[config.mk]
export PLATFORM = sky130hd
export DESIGN_NAME = branch_resolve
export DESIGN_NICKNAME = d
export VERILOG_FILES = /design/src/rtl/branch_resolve.sv
export SDC_FILE = /design/constraint.sdc
export NUM_CORES = 1
export LEC_CHECK = 0
export CAP_MARGIN = 15
export CORE_MARGIN = 2
export CORE_UTILIZATION = 48
export CTS_BUF_LIST = sky130_fd_sc_hd__clkbuf_4
export DETAILED_ROUTE_END_ITERATION = 12
export PLACE_DENSITY_LB_ADDON = 0.12
export SETUP_SLACK_MARGIN = 0.4
export SYNTH_ARGS = -nofsm -noshare
export SYNTH_HDL_FRONTEND = slang
export SYNTH_SLANG_ARGS = --single-unit
[constraint.sdc]
create_clock -name clk -period 6.6 [get_ports clk]
set_clock_uncertainty 0.1 [all_clocks]
set_input_delay 0.66 -clock clk [delete_from_list [all_inputs] [get_ports clk]]
set_output_delay 0.66 -clock clk [all_outputs]
set_load 0.005 [all_outputs]
[src/rtl/branch_resolve.sv]
// branch_resolve: execute-stage branch/jump resolution, registered result,
// mispredict redirect, perf counters, optional BHT (macro BRANCH_BHT_EN).
//
// Ports:
//   clk, rst            clock, synchronous active-high reset
//   in_valid/in_ready   input handshake (op, op_type, pc, rj, rd, offs,
//                       pred_taken, pred_target)
//   flush               drop held result, refuse input
//   out_valid/out_ready output handshake (out_taken, out_target, out_link,
//                       out_mispredict, out_redirect_pc)
//   lk_pc/lk_taken      fetch-side BHT lookup (0 when BHT not built)
//   branch_cnt          accepted branch/jump ops
//   mispred_cnt         accepted branch/jump ops that mispredicted
module branch_resolve #(
    parameter int XLEN      = 32,
    parameter int BHT_IDX_W = 6
) (
    input  logic            clk,
    input  logic            rst,
    input  logic            in_valid,
    output logic            in_ready,
    input  logic [7:0]      op,
    input  logic [3:0]      op_type,
    input  logic [XLEN-1:0] pc,
    input  logic [XLEN-1:0] rj,
    input  logic [XLEN-1:0] rd,
    input  logic [XLEN-1:0] offs,
    input  logic            pred_taken,
    input  logic [XLEN-1:0] pred_target,
    input  logic            flush,
    output logic            out_valid,
    input  logic            out_ready,
    output logic            out_taken,
    output logic [XLEN-1:0] out_target,
    output logic [XLEN-1:0] out_link,
    output logic            out_mispredict,
    output logic [XLEN-1:0] out_redirect_pc,
    input  logic [XLEN-1:0] lk_pc,
    output logic            lk_taken,
    output logic [31:0]     branch_cnt,
    output logic [31:0]     mispred_cnt
);

    localparam logic [3:0] OP_TYPE_BJ = 4'h3;
    localparam logic [7:0] OP_B       = 8'h50;
    localparam logic [7:0] OP_BL      = 8'h54;
    localparam logic [7:0] OP_JIRL    = 8'h4c;
    localparam logic [7:0] OP_BEQ     = 8'h58;
    localparam logic [7:0] OP_BNE     = 8'h5c;
    localparam logic [7:0] OP_BLT     = 8'h60;
    localparam logic [7:0] OP_BGE     = 8'h64;
    localparam logic [7:0] OP_BLTU    = 8'h68;
    localparam logic [7:0] OP_BGEU    = 8'h6c;

    logic is_bj;
    logic d_b, d_bl, d_jirl;
    logic d_beq, d_bne, d_blt;
    logic d_bge, d_bltu, d_bgeu;
    logic is_cond;
    logic eq, lt_s, lt_u;
    logic taken;
    logic mis;
    logic accept;
    logic [XLEN-1:0] pc4;
    logic [XLEN-1:0] target;
    logic [XLEN-1:0] link;
    logic [XLEN-1:0] redir;

    assign is_bj  = (op_type == OP_TYPE_BJ);
    assign d_b    = (op == OP_B);
    assign d_bl   = (op == OP_BL);
    assign d_jirl = (op == OP_JIRL);
    assign d_beq  = (op == OP_BEQ);
    assign d_bne  = (op == OP_BNE);
    assign d_blt  = (op == OP_BLT);
    assign d_bge  = (op == OP_BGE);
    assign d_bltu = (op == OP_BLTU);
    assign d_bgeu = (op == OP_BGEU);

    assign is_cond = is_bj
                   & (d_beq | d_bne | d_blt
                   | d_bge | d_bltu | d_bgeu);

    assign eq   = (rj == rd);
    assign lt_s = ($signed(rj) < $signed(rd));
    assign lt_u = (rj < rd);

    always_comb begin
        taken = 1'b0;
        if (is_bj) begin
            unique case (1'b1)
                d_b, d_bl, d_jirl: taken = 1'b1;
                d_beq:             taken = eq;
                d_bne:             taken = !eq;
                d_blt:             taken = lt_s;
                d_bge:             taken = !lt_s;
                d_bltu:            taken = lt_u;
                d_bgeu:            taken = !lt_u;
                default:           taken = 1'b0;
            endcase
        end
    end

    assign pc4    = pc + XLEN'(4);
    assign target = d_jirl ? (rj + offs)
                           : (pc + offs);
    assign link   = (d_bl | d_jirl) ? pc4 : '0;
    assign redir  = taken ? target : pc4;

    // A not-taken prediction never carries a
    // meaningful target, so only compare it
    // when the op actually goes taken.
    assign mis = (taken != pred_taken)
               | (taken & (target != pred_target));

    assign in_ready = !rst && !flush
                    && (!out_valid || out_ready);
    assign accept   = in_valid && in_ready;

    always_ff @(posedge clk) begin
        if (rst) begin
            out_valid       <= 1'b0;
            out_taken       <= 1'b0;
            out_target      <= '0;
            out_link        <= '0;
            out_mispredict  <= 1'b0;
            out_redirect_pc <= '0;
            branch_cnt      <= '0;
            mispred_cnt     <= '0;
        end else if (flush) begin
            out_valid <= 1'b0;
        end else if (accept) begin
            out_valid       <= 1'b1;
            out_taken       <= taken;
            out_target      <= target;
            out_link        <= link;
            out_mispredict  <= mis;
            out_redirect_pc <= redir;
            if (is_bj) begin
                branch_cnt <= branch_cnt + 32'd1;
                if (mis) begin
                    mispred_cnt <= mispred_cnt + 32'd1;
                end
            end
        end else if (out_valid && out_ready) begin
            out_valid <= 1'b0;
        end
    end

`ifdef BRANCH_BHT_EN
    localparam int BHT_N = 1 << BHT_IDX_W;

    logic [1:0] bht [BHT_N];
    logic [BHT_IDX_W-1:0] upd_idx;
    logic [BHT_IDX_W-1:0] lk_idx;
    logic unused_lk;

    assign upd_idx = pc[BHT_IDX_W+1:2];
    assign lk_idx  = lk_pc[BHT_IDX_W+1:2];
    assign unused_lk = ^{lk_pc[XLEN-1:BHT_IDX_W+2],
                         lk_pc[1:0]};

    // Registered table: an update lands on the
    // edge, so a lookup of the same index sees
    // it only from the following cycle.
    assign lk_taken = bht[lk_idx][1];

    always_ff @(posedge clk) begin
        if (rst) begin
            for (int i = 0; i < BHT_N; i++) begin
                bht[i] <= 2'b01;
            end
        end else if (accept && is_cond) begin
            if (taken) begin
                if (bht[upd_idx] != 2'b11) begin
                    bht[upd_idx] <= bht[upd_idx] + 2'b01;
                end
            end else begin
                if (bht[upd_idx] != 2'b00) begin
                    bht[upd_idx] <= bht[upd_idx] - 2'b01;
                end
            end
        end
    end
`else
    logic unused_lk;

    assign unused_lk = ^lk_pc;
    assign lk_taken  = 1'b0;
`endif

endmodule

Yosys cells after proc, flatten, opt, wreduce, memory -nomap -nowiden
Index checks and enable logic that the tools add are counted.
{"block": "op_classes", "shifts": 0, "div_mod_pow": 0, "muxes": 7, "reduce_logical": 17, "n_bitwise": 4, "multipliers": 0, "add_sub_neg": 5, "n_eq_ne": 13, "order_cmp": 2}
{"op": "$mux 32", "n": 3}
{"op": "$eq 8x7->1 const B", "n": 9}
{"op": "$add 32x1->32 const B", "n": 2}
{"op": "$add 32x32->32", "n": 2}
{"op": "$lt 32x32->1", "n": 2}
{"op": "$add 32x3->32 const B", "n": 1}
{"op": "$eq 32x32->1", "n": 1}
{"op": "$ne 32x32->1", "n": 1}
{"op": "$pmux 1 s7", "n": 1}
{"op": "$logic_not 1->1", "n": 6}
{"op": "$eq 4x2->1 const B", "n": 1}
{"op": "$logic_and 1x1->1", "n": 4}
{"op": "$reduce_and 4->1", "n": 1}
{"op": "$mux 1", "n": 3}
{"op": "$reduce_and 3->1", "n": 1}
{"op": "$reduce_or 3->1", "n": 1}
{"op": "$or 1x1->1", "n": 2}
{"op": "$reduce_and 2->1", "n": 1}
{"op": "$reduce_bool 2->1", "n": 1}
{"op": "$reduce_or 2->1", "n": 1}
{"op": "$and 1x1->1", "n": 1}
{"op": "$logic_or 1x1->1", "n": 1}
{"op": "$ne 1x1->1", "n": 1}
{"op": "$not 1->1", "n": 1}
{"block": "word_totals", "n_memories": 0, "input_bits": 210, "mem_bits_ro": 0, "ram_bits": 0, "latch_bits": 0, "out_inout_bits": 165, "word_cells": 56, "ff_bits": 163}

Logic depth before layout (Yosys ltp)
{"block": "depth", "word_depth": 7, "mapped_depth": 21}

Worst setup path before layout
Ideal clock, no wire load.
{"block": "synth_timing", "path_kind": "in2reg", "start": "in op[1]", "end": "reg mispred_cnt[27]", "path_slack_ns": 0.883, "path_stages": 19, "path_buffers": 2, "t_arrival_ns": 5.494, "cell_sequence": "nor4b_1 -> nand2b_1 -> nor3_2 -> clkbuf_1 -> mux2_2 -> ha_1 -> inv_1 -> fa_1 -> xor2_1 -> nand4_1 -> a211o_1 -> or3_1 -> a2111o_1 -> nor4_1 -> nand4_1 -> nor4_4 -> buf_6 -> nor4_1 -> mux2_1"}
{"block": "synth_between", "elab_chain_len": 7, "word_cells_on_any_way": 18, "cone_classes": "eq/ne: 11; mux: 3; bitwise: 2; reduce/logical: 2"}
{"element": "from (decl)", "line": "22", "rtl": "input logic [7:0] op,"}
{"element": "$eq 8x7->1 (on tied branches)", "line": "70, 71, 72"}
{"element": "$reduce_or 3->1", "line": "91", "rtl": "unique case (1'b1)"}
{"element": "$pmux 1 s7", "line": "91"}
{"element": "$mux 1", "line": "90", "rtl": "if (is_bj) begin"}
{"element": "$ne 1x1->1 / $and 1x1->1 (equally long branches)", "line": "113, 114"}
{"element": "$or 1x1->1 *", "line": "114", "rtl": "| (taken & (target != pred_target));"}
{"element": "$reduce_and 4->1 (no source line) *"}
{"element": "to (signal assigned)", "line": "142", "rtl": "mispred_cnt <= mispred_cnt + 32'd1;"}
{"element": "to (decl)", "line": "41", "rtl": "output logic [31:0] mispred_cnt"}
Every way passes the cells marked *; elsewhere a longest branch is shown, timed or not.
A chain may end at the register's enable or synchronous reset.

Final worst setup path
{"block": "layout_timing", "start": "in op[1]", "end": "reg mispred_cnt[6]"}
Same word-level chain as after synthesis.

==> run_results.csv <==
group,metric,value,unit
synthesis,synthFlopType,"dfxtp_1",
min_path,min_from,"out_redirect_pc[13]$_SDFFE_PP0P_",
sta,worst_pin_slew,1.12,ns
synthesis,synthDominantCellAreaShare,29.1,%
synthesis,yosys.area.top_type,"dfxtp_1",
floorplan,ioPinCount,375,
setup_path,startpoint,"op[1]",
setup_path,worstPathCellList,"clkdlybuf4s50_1 > nor4b_1 > nand2b_1 > nor3_4 > buf_4 > buf_12 > mux2_2 > ha_1 > a21oi_1 > o211ai_1 > nand4_1 > nand3_2 > xnor2_1 > a2111oi_0 > buf_4 > nand4_1 > or4_1 > nor4_4 > buf_12 > buf_4 > or4_1 > a21oi_1",
setup_path,start_kind,"input port",
setup_path,r2r-start,"out_valid$_SDFFE_PP0P_",
sta,max_freq,168,MHz
setup_path,worstPathArrival,6.28,ns
global_route,antenna_found_initial,1,
setup_path,required,6.92,ns
route,wl_per_cell,18.6,µm
floorplan,rows,55,
synthesis,synth_common_cells,"nor2_1 (192), dfxtp_1 (163), nand2_1 (139), a21oi_1 (129), ha_1 (69)",
setup_path,critPathMaxFanout,36,
clock_network,path_clk_slew,0.13,ns
setup_path,crit_family,"simple AND/OR/NAND/NOR gates",
global_route,grt_max_degree,97,
cells_and_area,syn2layout_area_growth,37.2,%
clock_network,clock_tree.root_cell,"clkbuf_4",
floorplan,core,22800,µm²
route,drc,0,
synthesis,async_flop_share,0,%
sta,fin_crit_sh,90.3,%
synthesis,synth_edf_count,0,
sta,setup_violations,0,
power,leakagePower,5.84,nW
job,cap_violations,0,
route,first_iter_violations,887,
synthesis,ys_seq_elements,163,
setup_path,crit_slowest_cell,"a2111oi_0",
sta,rsz0062_at_grt,"false",
clock_network,h-tree-depth,4,
floorplan,initial_core_util,49.2,%
synthesis,yosys_warnings,0,
status,status,"completed",
global_route,grt_pass1_wl,58.2,mm
clock_network,cts_sinks,163,
synthesis,synth_cell_types,78,
route,viasPerCell,5.59,
route,route.vias.total,11500,
setup_path,crit_top_cell,"buf_4",
floorplan,fp.dieH,157,µm
clock_network,cts_tree,"done",
setup_path,crit_buf_inv,6,
setup_path,slowest_delay,0.56,ns
power,vdd_drop_max,0.0862,mV
global_route,grt_pass1_vias,10800,
floorplan,dieWidth,157,µm
setup_path,critPathKind,"input port to register",
power,power,0.00238,W
setup_path,end_kind,"register",
sta,slew_headroom,25.2,%
cells_and_area,instances_no_fill,2065,
cells_and_area,final_layout_size_suffix_gt1_share,7.25,%
clock_network,clk_latency,0.57,ns
synthesis,seq_area_frac_synth,29.1,%
synthesis,syn_nets,1692,
global_route,grt_usage,30.4,%
clock_network,holdBufCountCts,0,
sta,final.min_clock_period,5.96,ns
clock_network,cts_inserted_buffers,17,
power,p_per_area,155,nW/µm²
sta,hold_viol,0,
synthesis,netlist_area,11200,µm²
synthesis,synth.most_common_cell,"nor2_1",
placement,numPortBuffers,341,
placement,place_hpwl,30.9,mm
synthesis,netlist_instances,1412,
floorplan,die_area,24600,µm²
clock_network,clockBufferDepth,2,
route,dr.pass1.iters,5,
route,ant_nets,0,
placement,place_inst,2029,
sta,fin_tns_setup,0,ns
min_path,hold_class,"register to register",
placement,gp_congestion,0.906,
cells_and_area,nNetsFinal,2018,
sta,maxSlewViolCount,0,
route,drt_wl_total,38.3,mm
synthesis,avgSynthCellArea,7.94,µm²
global_route,overflow,0,
synthesis,synth_area_leaders,"dfxtp_1 (29%), ha_1 (7.7%), nor2_1 (6.4%), a21oi_1 (5.8%), nand2_1 (4.7%)",
## layer usage
metal  part of all wire, %  track usage, %  vias up
met3                   6.7            4.60       65
met1                    43            40.1     5416
met4                   3.1            10.2        0
met2                    47            50.7      435
li1                      -               -     5625
met5                     0               0        -
## flip-flops by register name (all words and copies together) (netlist names)
| register | cells |
|---|---|
| out_redirect_pc | 32 |
| mispred_cnt | 32 |
| out_valid | 1 |
| out_target | 32 |
| out_link | 32 |
| out_taken | 1 |
| branch_cnt | 32 |
| out_mispredict | 1 |
## worst min-delay path, cell delays in order (launching register included)
cell	delay, ns
dfxtp_1	0.33
nand2_1	0.05
a21oi_1	0.05
## per-stage QoR
stage	utilization, %	setup slack (ns)	instance area, µm²	hold WS, ns
after floorplan	-	0.883	11200	0.348
after global placement	66.0	0.0920	15000	0.340
after detailed placement	66.0	0.0558	15000	0.345
after CTS	67.4	0.685	15400	0.361
after global routing	67.5	0.383	15400	0.380
final	67.5	0.638	15400	0.361
## logic make-up after synthesis
kind of cell | count (synthesis) | share of synthesized area, %
muxes | 76 | 7.32
buffers and inverters | 126 | 4.61
other | 1 | 0.0334
AOI/OAI and AO/OA | 292 | 16.3
xor gates and xnor gates | 118 | 10.7
DFF | 163 | 29.1
adders and majority gates | 70 | 7.88
and+or+nand+nor | 566 | 24.1
## placed cells by master (no fill, tap or decap), drive strengths merged, types with 6 or more instances in the layout
cell	instances
o21a	14
xnor2	53
and2	6
o31ai	12
clkdlybuf4s50	340
buf	46
a22oi	31
or4	15
xnor3	7
nand3	41
or2	7
ha	69
or3	11
nor2	193
o211ai	7
nor3	25
nand4	40
nor2b	22
a21oi	130
and3	19
mux2	48
clkbuf	17
nand2	139
xor2	54
mux2i	28
dfxtp	163
nand2b	19
nor4	14
a21o	13
clkinv	8
a211oi	12
inv	47
o21ai	42
## path summary, 6_finish.rpt
kind	slack (ns)	cells past startpoint	to
max	0.64	22	mispred_cnt[6]$_SDFFE_PP0P_
min	0.36	2	out_redirect_pc[13]$_SDFFE_PP0P_
max reg2reg	3.32	11	branch_cnt[31]$_SDFFE_PP0P_
min reg2reg	0.36	2	out_redirect_pc[13]$_SDFFE_PP0P_
## power breakdown
part           leakage, nW  total [W]  internal (W)  switching (W)
logic                 4.36   0.000718      0.000340       0.000378
clock network        0.160   0.000653      0.000296       0.000357
registers             1.32    0.00101       0.00100     0.00000932
## area by class of cell
cell class | count | area, µm²
antenna | 1 | 2.50
clock buffer | 17 | 128
clock inverter | 15 | 190
fill | 1967 | 7390
inverter | 47 | 176
multi-input combinational | 1123 | 7460
sequential | 163 | 3260
tap | 313 | 392
timing repair buffer | 386 | 3770
## timing repair
action                     4_1_cts  5_1_grt
buffers inserted                 0        2
gates resized for setup          0        1
setup endpoints to repair        0       24
Power figures use the tool's default switching activity.
